File: src/rtl/gmii_rx_framer.sv
// gmii_rx_framer
//   Turns the GMII receive byte stream into frame bytes. It strips the
//   preamble, SFD and FCS, checks the CRC-32, the frame length and rx_er,
//   reports each frame's result with a one-cycle pulse, and counts the
//   good and bad frames.
//
// Ports
//   i_clk          GMII receive clock, the only clock
//   i_rst          asynchronous active-high reset
//   i_gmii_rxd     PHY receive data
//   i_gmii_rx_dv   PHY receive data valid
//   i_gmii_rx_er   PHY receive error
//   o_rxdata       frame byte, destination MAC first, FCS stripped
//   o_rx_en        qualifies o_rxdata; high and contiguous for one frame
//   o_frame_ok     pulse: frame ended with good CRC, legal length and no rx_er
//   o_frame_err    pulse: frame ended, or was cut off, with an error
//   o_good_cnt     count of o_frame_ok pulses (wraps)
//   o_bad_cnt      count of o_frame_err pulses (wraps)
module gmii_rx_framer #(
  parameter int MIN_PRE = 1,
  parameter int MAX_LEN = 1518,
  parameter int MIN_LEN = 64
) (
  input  logic        i_clk,
  input  logic        i_rst,
  input  logic [7:0]  i_gmii_rxd,
  input  logic        i_gmii_rx_dv,
  input  logic        i_gmii_rx_er,
  output logic [7:0]  o_rxdata,
  output logic        o_rx_en,
  output logic        o_frame_ok,
  output logic        o_frame_err,
  output logic [15:0] o_good_cnt,
  output logic [15:0] o_bad_cnt
);

  localparam logic [1:0] ST_IDLE     = 2'd0;
  localparam logic [1:0] ST_PREAMBLE = 2'd1;
  localparam logic [1:0] ST_DATA     = 2'd2;
  localparam logic [1:0] ST_DROP     = 2'd3;

  localparam logic [3:0]  LP_MIN_PRE  = 4'(MIN_PRE);
  localparam logic [10:0] LP_MIN_LEN  = 11'(MIN_LEN);
  localparam logic [10:0] LP_MAX_LEN  = 11'(MAX_LEN);
  localparam logic [10:0] LP_MAX_LEN1 = 11'(MAX_LEN + 1);

  // Reflected CRC-32 update (poly 0x04C11DB7 as 0xEDB88320), LSB of each byte first.
  function automatic logic [31:0] crc32_byte(input logic [31:0] crc, input logic [7:0] d);
    logic [31:0] c;
    c = crc;
    for (int i = 0; i < 8; i++) begin
      if ((c[0] ^ d[i]) == 1'b1) begin
        c = (c >> 1) ^ 32'hEDB8_8320;
      end else begin
        c = c >> 1;
      end
    end
    return c;
  endfunction

  // Bit reversal, so that the reflected register can be compared with the MSB-first residue.
  function automatic logic [31:0] bitrev32(input logic [31:0] v);
    logic [31:0] r;
    for (int i = 0; i < 32; i++) begin
      r[i] = v[31 - i];
    end
    return r;
  endfunction

  logic [7:0]  r_rxd;
  logic        r_dv;
  logic        r_er;
  logic [1:0]  r_state;
  logic [3:0]  r_pre_cnt;
  logic [10:0] r_len;
  logic [31:0] r_crc;
  logic [31:0] r_dly;
  logic        r_err;

  logic [31:0] w_crc_next;
  logic [10:0] w_len_next;
  logic        w_crc_good;
  logic        w_len_ok;

  assign w_crc_next = crc32_byte(r_crc, r_rxd);
  assign w_len_next = r_len + 11'd1;
  // After the data and FCS have passed through, the register holds the fixed residue.
  assign w_crc_good = (bitrev32(r_crc) == 32'hC704_DD7B);
  assign w_len_ok   = (r_len >= LP_MIN_LEN) && (r_len <= LP_MAX_LEN);

  // Input register stage.
  always_ff @(posedge i_clk or posedge i_rst) begin
    if (i_rst) begin
      r_rxd <= 8'h00;
      // Reset treats the line as busy. A frame that is still arriving when
      // reset is released therefore goes to DROP instead of being framed.
      r_dv  <= 1'b1;
      r_er  <= 1'b0;
    end else begin
      r_rxd <= i_gmii_rxd;
      r_dv  <= i_gmii_rx_dv;
      r_er  <= i_gmii_rx_er;
    end
  end

  // Framing FSM, FCS delay line, CRC/length tracking and registered outputs.
  always_ff @(posedge i_clk or posedge i_rst) begin
    if (i_rst) begin
      r_state     <= ST_IDLE;
      r_pre_cnt   <= 4'd0;
      r_len       <= 11'd0;
      r_crc       <= 32'h0000_0000;
      r_dly       <= 32'h0000_0000;
      r_err       <= 1'b0;
      o_rxdata    <= 8'h00;
      o_rx_en     <= 1'b0;
      o_frame_ok  <= 1'b0;
      o_frame_err <= 1'b0;
    end else begin
      o_rx_en     <= 1'b0;
      o_frame_ok  <= 1'b0;
      o_frame_err <= 1'b0;
      case (r_state)
        ST_IDLE: begin
          if (r_dv) begin
            if (r_rxd == 8'h55) begin
              r_state   <= ST_PREAMBLE;
              r_pre_cnt <= 4'd1;
            end else begin
              r_state <= ST_DROP;
            end
          end
        end
        ST_PREAMBLE: begin
          if (!r_dv) begin
            r_state <= ST_IDLE;
          end else if (r_rxd == 8'h55) begin
            if (r_pre_cnt != 4'd15) begin
              r_pre_cnt <= r_pre_cnt + 4'd1;
            end
          end else if ((r_rxd == 8'hD5) && (r_pre_cnt >= LP_MIN_PRE)) begin
            r_state <= ST_DATA;
            r_len   <= 11'd0;
            r_crc   <= 32'hFFFF_FFFF;
            r_dly   <= 32'h0000_0000;
            r_err   <= 1'b0;
          end else begin
            r_state <= ST_DROP;
          end
        end
        ST_DATA: begin
          if (!r_dv) begin
            r_state <= ST_IDLE;
            if (w_crc_good && w_len_ok && !r_err) begin
              o_frame_ok <= 1'b1;
            end else begin
              o_frame_err <= 1'b1;
            end
          end else begin
            r_dly <= {r_dly[23:0], r_rxd};
            r_crc <= w_crc_next;
            r_len <= w_len_next;
            if (r_er) begin
              r_err <= 1'b1;
            end
            // Bytes only leave once four newer bytes exist, so the FCS never does.
            if (r_len >= 11'd4) begin
              o_rxdata <= r_dly[31:24];
              o_rx_en  <= 1'b1;
            end
            if (w_len_next == LP_MAX_LEN1) begin
              r_state     <= ST_DROP;
              o_frame_err <= 1'b1;
            end
          end
        end
        ST_DROP: begin
          if (!r_dv) begin
            r_state <= ST_IDLE;
          end
        end
        default: begin
          r_state <= ST_IDLE;
        end
      endcase
    end
  end

  // Frame counters, which step the cycle after their pulse.
  always_ff @(posedge i_clk or posedge i_rst) begin
    if (i_rst) begin
      o_good_cnt <= 16'd0;
      o_bad_cnt  <= 16'd0;
    end else begin
      if (o_frame_ok) begin
        o_good_cnt <= o_good_cnt + 16'd1;
      end
      if (o_frame_err) begin
        o_bad_cnt <= o_bad_cnt + 16'd1;
      end
    end
  end

endmodule

File: config.mk
export PLATFORM = sky130hd
export DESIGN_NAME = gmii_rx_framer
export DESIGN_NICKNAME = d
export VERILOG_FILES = /design/src/rtl/gmii_rx_framer.sv
export SDC_FILE = /design/constraint.sdc
export NUM_CORES = 1
export LEC_CHECK = 0
export CAP_MARGIN = 0
export CELL_PAD_IN_SITES_DETAIL_PLACEMENT = 1
export CELL_PAD_IN_SITES_GLOBAL_PLACEMENT = 1
export CORE_UTILIZATION = 42
export CTS_CLUSTER_DIAMETER = 100
export CTS_CLUSTER_SIZE = 25
export DETAILED_ROUTE_END_ITERATION = 10
export PLACE_DENSITY = 0.74
export SYNTH_ARGS = -nofsm -noshare
export SYNTH_HDL_FRONTEND = slang
export SYNTH_SLANG_ARGS = --single-unit
File: constraint.sdc
create_clock -name i_clk -period 3.67 [get_ports i_clk]
set_input_delay 0.367 -clock i_clk [delete_from_list [all_inputs] [get_ports i_clk]]
set_output_delay 0.367 -clock i_clk [all_outputs]
set_load 0.01 [all_outputs]
* Word level (Yosys, flattened, before mapping)
Cells that the tools add are included.
Storage, ports and cells: bits in registers 135, output and inout bits 43, word-level logic and storage cells 126
Operators by class: $add $sub $neg 4, magnitude comparators 4, equal/unequal tests 20, muxes and demuxes 54, bitwise operators 16, reductions and logical operators 13
Operators by type and width (count):
- 32-bit two-way mux | 16
- 32-bit case mux with 2 select lines | 2
- 13-bit NOT with 14-bit output | 8
- 11-bit two-way mux | 4
- 16-bit by 1-bit adder with 16-bit output (second input constant) | 2
- 32-bit equality test (second input constant) | 1
- 11-bit case mux with 2 select lines | 1
- 4-bit two-way mux | 5
- 2-bit inequality test (second input constant) | 10
- 1-bit two-way mux | 16
- 2-bit two-way mux | 7
- 6-bit AND reduction | 2
- 11-bit by 1-bit adder with 11-bit output (second input constant) | 1
- 11-bit equality test (second input constant) | 1
- 11-bit by 3-bit greater-or-equal comparator with 1-bit output (second input constant) | 1
- 11-bit by 7-bit greater-or-equal comparator with 1-bit output (second input constant) | 1
- 11-bit less-or-equal comparator (second input constant) | 1
- 8-bit by 7-bit equality test with 1-bit output (second input constant) | 1
- 8-bit equality test (second input constant) | 1
- 2-bit case mux with 4 select lines | 1
- 4-bit case mux with 2 select lines | 1
- 1-bit bitwise XOR | 8
- 3-bit inequality test (second input constant) | 2
- 5-bit AND reduction | 1
- 12 further kinds | 17

* Longest topological paths before layout
Gate-level depths: netlist of run 1.
depth in word-level cells 18, gate-level depth with buffers 9, gate-level depth less buffers 7

* Least setup slack after synthesis of run 1
No wires, ideal clock.
kind reg-to-reg, start reg r_crc[1], end reg r_crc[20], arrival 1.878 ns, path slack 1.652 ns, cell stages (with the launch flop) 6, path buffers 0, period minus slack after synthesis 2.018 ns, cell sequence dfrtp_1 xnor2_4 xor2_4 xnor3_1 xnor3_1 a31oi_1
Between the ends: longest elaborated chain between the ends 15
Ends and longest elaborated chain:
- start: declaration | RTL line 76 | logic [31:0] r_crc;
- start signal: assignment | RTL line 161 | r_crc <= w_crc_next;
- 32-bit two-way mux * | RTL line 52 | if ((c[0] ^ d[i]) == 1'b1) begin
- 1-bit bitwise XOR * | RTL line 52
- 32-bit two-way mux * (2 in a row) | RTL line 52
- 13-bit NOT with 14-bit output (no line)
- 32-bit two-way mux * | RTL line 52
- 13-bit NOT with 14-bit output (no line)
- 32-bit two-way mux * (2 in a row) | RTL line 52
- 13-bit NOT with 14-bit output (no line)
- 32-bit two-way mux * | RTL line 52
- 13-bit NOT with 14-bit output (no line)
- 32-bit two-way mux * | RTL line 52
- 32-bit two-way mux * | RTL line 152 | if (!r_dv) begin
- 32-bit case mux with 2 select lines * | RTL line 123 | case (r_state)
Mark *: on every way between the ends. The rest lies on a longest branch, timed or not. The select of a mux whose other input is x is not followed. A chain may end at the register's enable or synchronous reset.

* Worst setup path in the final report of run 1
start reg r_rxd[1], end reg r_len[10]
Between the ends: longest elaborated chain between the ends 4
Ends and longest elaborated chain:
- start: declaration | RTL line 70 | logic [7:0] r_rxd;
- start signal: assignment | RTL line 100 | r_rxd <= i_gmii_rxd;
- 8-bit equality test | RTL line 141 | end else if ((r_rxd == 8'hD5) && (r_pre_cnt >= LP_MIN_PRE)) begin
- 1-bit logical AND | RTL line 141
- 2-bit inequality test (no line)
- 5-bit AND reduction (no line) *
- end signal: assignment | RTL line 162 | r_len <= w_len_next;
- end: declaration | RTL line 75 | logic [10:0] r_len;
Mark *: on every way between the ends. The rest lies on a longest branch, timed or not.

==> run summary, run 1 <==
run status: completed
Synth warnings: 0
aggregate global-route resource usage: 21.8%
Max Slew Vio Count: 0
Synth-to-Final Area Change: 21.5%
category of cells accounting for the largest share of critical-path delay: simple AND/OR/NAND/NOR gates
power density over the cells: 848 nW/um2
GP Congestion: 0.815
slew of the pin with the lowest slew margin: 738 ps
vias per cell: 5.58
clock latency at the later pin of the worst-skew pair: 430 ps
number of buffers on the longest clock path: 2
Row Count: 44
launch instance of the worst min-delay path: i_gmii_rx_dv
die boundary width: 124 um
Reg-to-Reg Start: r_rxd[1]
mean cell area of the mapped netlist: 11.8 um2
required time of the critical path: 3980 ps
total overflow reported by the global router: 0
leakage power total: 3.19 nW
maximum number of pins on one net before global-route repair: 60
sequence of cells on the critical path: or3b_1, nor4_1, o21a_1, buf_4, o21ai_1, a22o_1
final core utilization: 52.2%
Post-Syn Instances: 527
cell area after synthesis: 6220 um2
area enclosed by the die boundary: 15300 um2
post-route fraction of the period consumed by the critical path: 65.7%
post-CTS sizing: 0
Post-CTS Hold Buffers: 0
startpoint types: flop
number of filler instances in the final layout: 1494
via count of the first global-routing pass: 4579
RSZ-0062 raised after global routing: false
count of state elements after synthesis: 135
count of pins on the block boundary: 55
proportion of layout cells with a drive suffix above 1: 10.2%
number of inserted diodes: 0
final-report hold violation count: 0
Clock Skew: 7.46 ps
number of max-capacitance violations reported: 0
Net Count, Synth: 547
Final Routed Wirelength: 15300 um
maximum fanout along the worst path: 17
die boundary height: 124 um
CP peak stage delay: 610 ps
origin of the worst setup path: r_rxd[1]
number of DRC markers after the initial detailed-route iteration: 259
count of port buffers added during placement: 54
final-layout setup total negative slack: 0 ps
total setup violations reported at the end of the flow: 0
data arrival at the endpoint of the critical path: 2720 ps
Async SR Flop Fraction: 100%
number of antenna-violating nets in the routed design: 0
maximum clock rate: 0.415 GHz
TritonCTS clock tree: yes
Layout Nets: 605
Crit-path slowest cell: sky130_fd_sc_hd__nor4_1
number of flops mapped to enable cells by yosys: 0
maximum ir drop on the vdd rail: 0.000580 V
buffer type at the clock tree root: sky130_fd_sc_hd__clkbuf_16
wire length of the first global-routing pass: 24700 um
Clock transition at path regs: 60 ps
path type of the worst setup path: flop to flop
worst slew margin relative to its limit: 50.4%
number of antenna violations at the first check in global routing: 0
Worst Path Buf+Inv: 1
Sink Count: 135
initial cell density of the core: 43.0%
commonest register cell after synthesis: sky130_fd_sc_hd__dfrtp_1
core region area: 14500 um2
H-tree levels: 4
per-cell routed wire length: 19.5 um
number of buffers inserted during clock tree synthesis: 17
total number of vias: 4363
share of synthesized area occupied by flip-flops and latches: 54.3%
minimum clock period after layout: 2410 ps
element type at the critical path end: flop
total power draw: 6.41 mW
drt first pass iters: 5
Netlist cell types: 48
worst min-delay path category: input pin to flop
post-detail-place hpwl: 10200 um
number of remaining DRC errors: 0
Post-CTS Setup Repair Bufs: 0
[power breakdown]
group	switching [mW]	internal, mW
Combinational	1.21	1.37
Clock	0.662	0.966
Sequential	0.361	1.83
[worst register-to-register path: stages (launching register included)]
cell	delay [ps]
sky130_fd_sc_hd__dfrtp_1	460
sky130_fd_sc_hd__or3b_1	430
sky130_fd_sc_hd__nor4_1	610
sky130_fd_sc_hd__o21a_1	220
sky130_fd_sc_hd__buf_4	230
sky130_fd_sc_hd__o21ai_1	100
sky130_fd_sc_hd__a22o_1	240
[flip-flops by register name, summed over array words and instances (netlist names)]
register	count
r_crc	32
r_err	1
o_frame_err	1
r_pre_cnt	4
o_good_cnt	16
o_frame_ok	1
r_len	11
o_rxdata	8
r_state	2
r_rxd	8
r_er	1
o_rx_en	1
r_dly	32
o_bad_cnt	16
r_dv	1
[cell usage after synthesis (all sizes together), types with 2 or more instances]
cell / number / share of area (%)
dfrtp: 134 / 54
xnor2: 75 / 11
a22o: 35 / 4.9
nor2: 31 / 1.9
nand2: 24 / 1.4
a21oi: 21 / 1.7
o21ai: 21 / 1.7
clkbuf: 20 / 1.2
xor2: 20 / 3.1
nand4: 18 / 1.8
o22a: 16 / 2.3
nand3: 15 / 1.2
mux2: 10 / 1.8
inv: 9 / 0.54
ha: 8 / 1.6
nor2b: 7 / 0.70
nor4: 7 / 0.70
a31oi: 6 / 0.60
and3: 6 / 0.60
and4: 6 / 0.84
and4b: 5 / 0.80
buf: 4 / 0.32
xnor3: 4 / 1.4
nor3: 3 / 0.24
and2: 2 / 0.20
nor4b: 2 / 0.28
o21a: 2 / 0.24
[per-stage QoR]
stage	area (um2)	hold slack, ps	std cells	setup WS (ps)
floorplan	6220	371	527	1620
global placement	7000	457	750	1410
detailed placement	7000	470	750	1340
CTS	7560	330	782	1260
global route	7560	341	782	1090
finish	7560	341	782	1260
[cell families (layout without fill, tap and decap cells)]
logic type	after synthesis	count (layout)	synth area share [%]
adder cells (fa/ha/maj)	8	8	1.61
buffers and inverters	33	104	2.07
flip-flops	135	135	54.3
AO/OA/AOI/OAI	108	108	12.4
AND/OR/NAND/NOR	133	133	11.6
XOR/XNOR	99	99	16.0
multiplexers	11	11	1.97
[path summary, 6_finish.rpt]
| kind | to | cells past startpoint | slack, ps |
|---|---|---|---|
| max in group asynchronous | r_dv | 3 | 2560 |
| max reg2reg | r_len[10] | 6 | 1260 |
| max | r_len[10] | 6 | 1260 |
| min in group asynchronous | o_bad_cnt[15] | 2 | 380 |
| min | r_dv | 1 | 340 |
| min reg2reg | o_bad_cnt[15] | 1 | 480 |
[metal layers]
metal  part of all wire [%]  vias up  global-route usage (%)
met5                      0        -                       0
met4                    2.5        0                    10.2
met3                    3.1       29                    5.04
met2                     49       86                    35.6
met1                     45     2251                    27.3
li1                       -     1997                       -
[final cells by class]
class | instances | area [um2] | share of cell area (%)
flip-flops and latches | 135 | 3380 | 44.7
multi-input cells | 359 | 2720 | 35.9
repair buffers | 63 | 633 | 8.38
clock buffers | 21 | 460 | 6.09
well taps | 184 | 230 | 3.05
clock inverters | 11 | 98.8 | 1.31
inverters | 9 | 37.5 | 0.497
[placed cells by master, fill, tap and decap left out, types with 2 or more instances in the layout]
cell type / n
sky130_fd_sc_hd__xnor2_2: 5
sky130_fd_sc_hd__nor2_1: 31
sky130_fd_sc_hd__a22o_1: 35
sky130_fd_sc_hd__nor4b_1: 2
sky130_fd_sc_hd__nand4_1: 18
sky130_fd_sc_hd__clkinv_2: 4
sky130_fd_sc_hd__clkinvlp_4: 4
sky130_fd_sc_hd__buf_12: 2
sky130_fd_sc_hd__nand3_1: 15
sky130_fd_sc_hd__inv_6: 2
sky130_fd_sc_hd__o21a_1: 2
sky130_fd_sc_hd__ha_1: 8
sky130_fd_sc_hd__and2_1: 2
sky130_fd_sc_hd__xnor3_1: 4
sky130_fd_sc_hd__and4b_1: 5
sky130_fd_sc_hd__clkbuf_1: 2
sky130_fd_sc_hd__clkdlybuf4s50_1: 54
sky130_fd_sc_hd__nor4_1: 7
sky130_fd_sc_hd__and3_1: 6
sky130_fd_sc_hd__xnor2_1: 69
sky130_fd_sc_hd__and4_1: 6
sky130_fd_sc_hd__nand2_1: 24
sky130_fd_sc_hd__dfrtp_1: 134
sky130_fd_sc_hd__a31oi_1: 6
sky130_fd_sc_hd__clkbuf_16: 17
sky130_fd_sc_hd__clkbuf_8: 2
sky130_fd_sc_hd__o21ai_0: 19
sky130_fd_sc_hd__xor2_1: 19
sky130_fd_sc_hd__nor2b_1: 7
sky130_fd_sc_hd__a21oi_1: 20
sky130_fd_sc_hd__inv_1: 8
sky130_fd_sc_hd__o22a_1: 16
sky130_fd_sc_hd__nor3_1: 3
sky130_fd_sc_hd__buf_4: 7
sky130_fd_sc_hd__mux2_2: 10
Note: power is estimated with default switching activity, not from simulation.
==> run 2, diff against run 1 <==
--- a/config.mk
+++ b/config.mk
@@ -8,11 +8,11 @@
 export CAP_MARGIN = 0
 export CELL_PAD_IN_SITES_DETAIL_PLACEMENT = 1
 export CELL_PAD_IN_SITES_GLOBAL_PLACEMENT = 1
-export CORE_UTILIZATION = 42
+export CORE_UTILIZATION = 47
 export CTS_CLUSTER_DIAMETER = 100
 export CTS_CLUSTER_SIZE = 25
 export DETAILED_ROUTE_END_ITERATION = 10
-export PLACE_DENSITY = 0.74
+export PLACE_DENSITY = 0.78
 export SYNTH_ARGS = -nofsm -noshare
 export SYNTH_HDL_FRONTEND = slang
 export SYNTH_SLANG_ARGS = --single-unit
==> constraint.sdc (replaced) <==
create_clock -name i_clk -period 2.4 [get_ports i_clk]
set_input_delay 0.24 -clock i_clk [delete_from_list [all_inputs] [get_ports i_clk]]
set_output_delay 0.24 -clock i_clk [all_outputs]
set_load 0.01 [all_outputs]
==> run 2 against run 1 <==
Compared with the run above: highest routed layer unchanged; flip-flop and latch count unchanged; total power up 56%; sequential power up 52%; final area up 0.93%; first-iteration DRC count down 33%.
==> run summary, run 2 (same netlist as run 1, synthesis figures left out) <==
number of remaining DRC errors: 0 (unchanged)
registers with the highest flip-flop counts: r_crc x32, r_dly x32
area enclosed by the die boundary: 13700 um2 (-10%)
Critical Path Sink: r_dly[16]
run status: completed
wire length of the first global-routing pass: 25300 um (+2.4%)
sequence of cells on the critical path: inv_1, ha_1, nor4b_1, nor4_1, buf_4, o21ai_2, buf_4, a22o_1
path type of the worst setup path: flop to flop
core region area: 12800 um2 (-12%)
Final Routed Wirelength: 15100 um (-0.96%)
initial cell density of the core: 48.7% (+5.7 points)
via count of the first global-routing pass: 4817 (+5.2%)
number of buffers inserted during clock tree synthesis: 17 (unchanged)
number of max-capacitance violations reported: 0 (unchanged)
GP Congestion: 0.801 (-1.7%)
number of inserted diodes: 0 (unchanged)
data arrival at the endpoint of the critical path: 2540 ps (-180 ps)
CP peak stage delay: 450 ps (-160 ps)
number of buffers on the longest clock path: 2 (unchanged)
buffer type at the clock tree root: sky130_fd_sc_hd__clkbuf_16
post-route fraction of the period consumed by the critical path: 91.4% (+26 points)
required time of the critical path: 2750 ps (-1230 ps)
Row Count: 41 (-6.8%)
Layout Nets: 615 (+1.7%)
maximum fanout along the worst path: 32 (+15)
setup slack after placement: 255 ps (-1080 ps)
per-cell routed wire length: 19.4 um (-0.70%)
number of cells traversed by the worst register-to-register path: 8 (+2)
Reg-to-Reg Start: r_pre_cnt[1]
number of DRC markers after the initial detailed-route iteration: 173 (-33%)
Crit-path slowest cell: sky130_fd_sc_hd__nor4b_1
clock latency at the later pin of the worst-skew pair: 420 ps (about the same)
slew of the pin with the lowest slew margin: 772 ps (+33.8 ps)
cell with the most instances on the worst path: sky130_fd_sc_hd__buf_4
Max Slew Vio Count: 0 (unchanged)
final-layout setup total negative slack: 0 ps (unchanged)
Synth-to-Final Area Change: 22.6%
Post-CTS Setup Repair Bufs: 0 (unchanged)
routed length on met3: 398 um (-15%)
die boundary height: 117 um (-5.4%)
RR Endpoint: r_dly[16]
smallest setup slack after layout: 206 ps (-1050 ps)
uppermost metal layer occupied by signal nets: met4
maximum number of pins on one net before global-route repair: 136 (+130%)
power density over the cells: 1310 nW/um2 (+55%)
final-report hold violation count: 0 (unchanged)
aggregate global-route resource usage: 24.8% (+3.1 points)
startpoint types: flop
element type at the critical path end: flop
RSZ-0062 raised after global routing: false
TritonCTS clock tree: yes
count of pins on the block boundary: 55 (unchanged)
R2R Setup Slk: 210 ps (-1050 ps)
Met1 Routed Length: 6610 um (-3.7%)
total overflow reported by the global router: 0 (unchanged)
maximum ir drop on the vdd rail: 0.000944 V (+63%)
number of filler instances in the final layout: 1290 (-14%)
maximum clock rate: 0.456 GHz (+9.8%)
vias per cell: 5.61 (+0.58%)
origin of the worst setup path: r_pre_cnt[1]
worst slew margin relative to its limit: 48.2% (-2.2 points)
leakage power total: 3.24 nW (+1.7%)
total number of vias: 4377 (+0.32%)
number of antenna-violating nets in the routed design: 0 (unchanged)
H-tree levels: 4 (unchanged)
leading cell type in the layout, fill and taps excluded: sky130_fd_sc_hd__dfrtp_1
final core utilization: 59.7% (+7.5 points)
die boundary width: 117 um (-5.4%)
detailed-routed wire length on met2: 7940 um (+5.4%)
Clock transition at path regs: 60 ps (about the same)
total setup violations reported at the end of the flow: 0 (unchanged)
minimum clock period after layout: 2190 ps (-215 ps)
Clock Skew: 5.11 ps (-2.35 ps)
worst min-delay path category: input pin to flop
count of port buffers added during placement: 54 (unchanged)
post-CTS sizing: 0 (unchanged)
post-detail-place hpwl: 9950 um (-2.5%)
most used cells in the layout excluding fill and tap cells: sky130_fd_sc_hd__dfrtp_1 (134), sky130_fd_sc_hd__xnor2_1 (69), sky130_fd_sc_hd__clkdlybuf4s50_1 (54), sky130_fd_sc_hd__a22o_1 (35), sky130_fd_sc_hd__nor2_1 (31)
proportion of layout cells with a drive suffix above 1: 11.8% (+1.6 points)
Sink Count: 135 (unchanged)
drt first pass iters: 4 (-1)
Post-CTS Hold Buffers: 0 (unchanged)
number of antenna violations at the first check in global routing: 0 (unchanged)
-- run 2: cell count changes in the layout (fill, tap and decap cells not counted), sizes merged --
cell	delta
buf	+10
clkinv	+1
inv	-1
-- run 2: power by group --
group	total [mW]	switching [mW]	leakage (nW)	internal (mW)
clock network	2.48	0.980	0.275	1.50
registers	3.34	0.537	1.71	2.81
logic	4.18	1.95	1.26	2.24
-- run 2: cell type report --
| cell class | count | area, um2 | share of cell area (%) |
|---|---|---|---|
| clock inverter | 11 | 98.8 | 1.30 |
| tap | 172 | 215 | 2.82 |
| sequential | 135 | 3380 | 44.3 |
| inverter | 9 | 37.5 | 0.492 |
| clock buffer | 21 | 470 | 6.17 |
| timing repair buffer | 73 | 708 | 9.29 |
| multi-input combinational | 359 | 2720 | 35.6 |
-- run 2: stage by stage --
stage	hold slack, ps	instance area [um2]	power [mW]	cells
after detailed placement	474	7060	7.49	748
final	224	7630	10.0	780
after global routing	222	7630	10.6	780
after floorplan	244	6220	6.32	527
after global placement	456	7060	7.31	748
after CTS	209	7630	10.1	780
-- run 2: layer usage --
metal	global-route usage (%)	vias to the layer above
met5	0	-
met4	9.62	0
met3	5.36	12
met2	41.9	76
met1	31.4	2273
li1	-	2016
-- run 2: critical path: cells and delay by family (launching register included) --
family	cells	cell delay, ps
buf+inv	3	610
simple gates	2	560
flops	1	410
compound gates	2	340
fa+ha+maj	1	190
-- run 2: how the worst min path moves through the flow --
stage / slack [ps] / end / depth (start not counted) / startpoint
6_report: 220 / r_dv / 1 / i_gmii_rx_dv
5_1_grt: 220 / r_dv / 1 / i_gmii_rx_dv
4_1_cts: 210 / r_dv / 1 / i_gmii_rx_dv
3_5_place_dp: 470 / o_good_cnt[15] / 1 / o_good_cnt[15]
3_3_place_gp: 460 / o_bad_cnt[15] / 1 / o_bad_cnt[15]
2_1_floorplan: 240 / r_dv / 0 / i_gmii_rx_dv
==> run 3, diff against run 2 <==
--- a/config.mk
+++ b/config.mk
@@ -13,6 +13,7 @@
 export CTS_CLUSTER_SIZE = 25
 export DETAILED_ROUTE_END_ITERATION = 10
 export PLACE_DENSITY = 0.78
+export SKIP_CTS_REPAIR_TIMING = 1
 export SYNTH_ARGS = -nofsm -noshare
 export SYNTH_HDL_FRONTEND = slang
 export SYNTH_SLANG_ARGS = --single-unit
==> results of run 3 <==
Same layout as run 2: the final DEF is identical, and so are final timing and power.
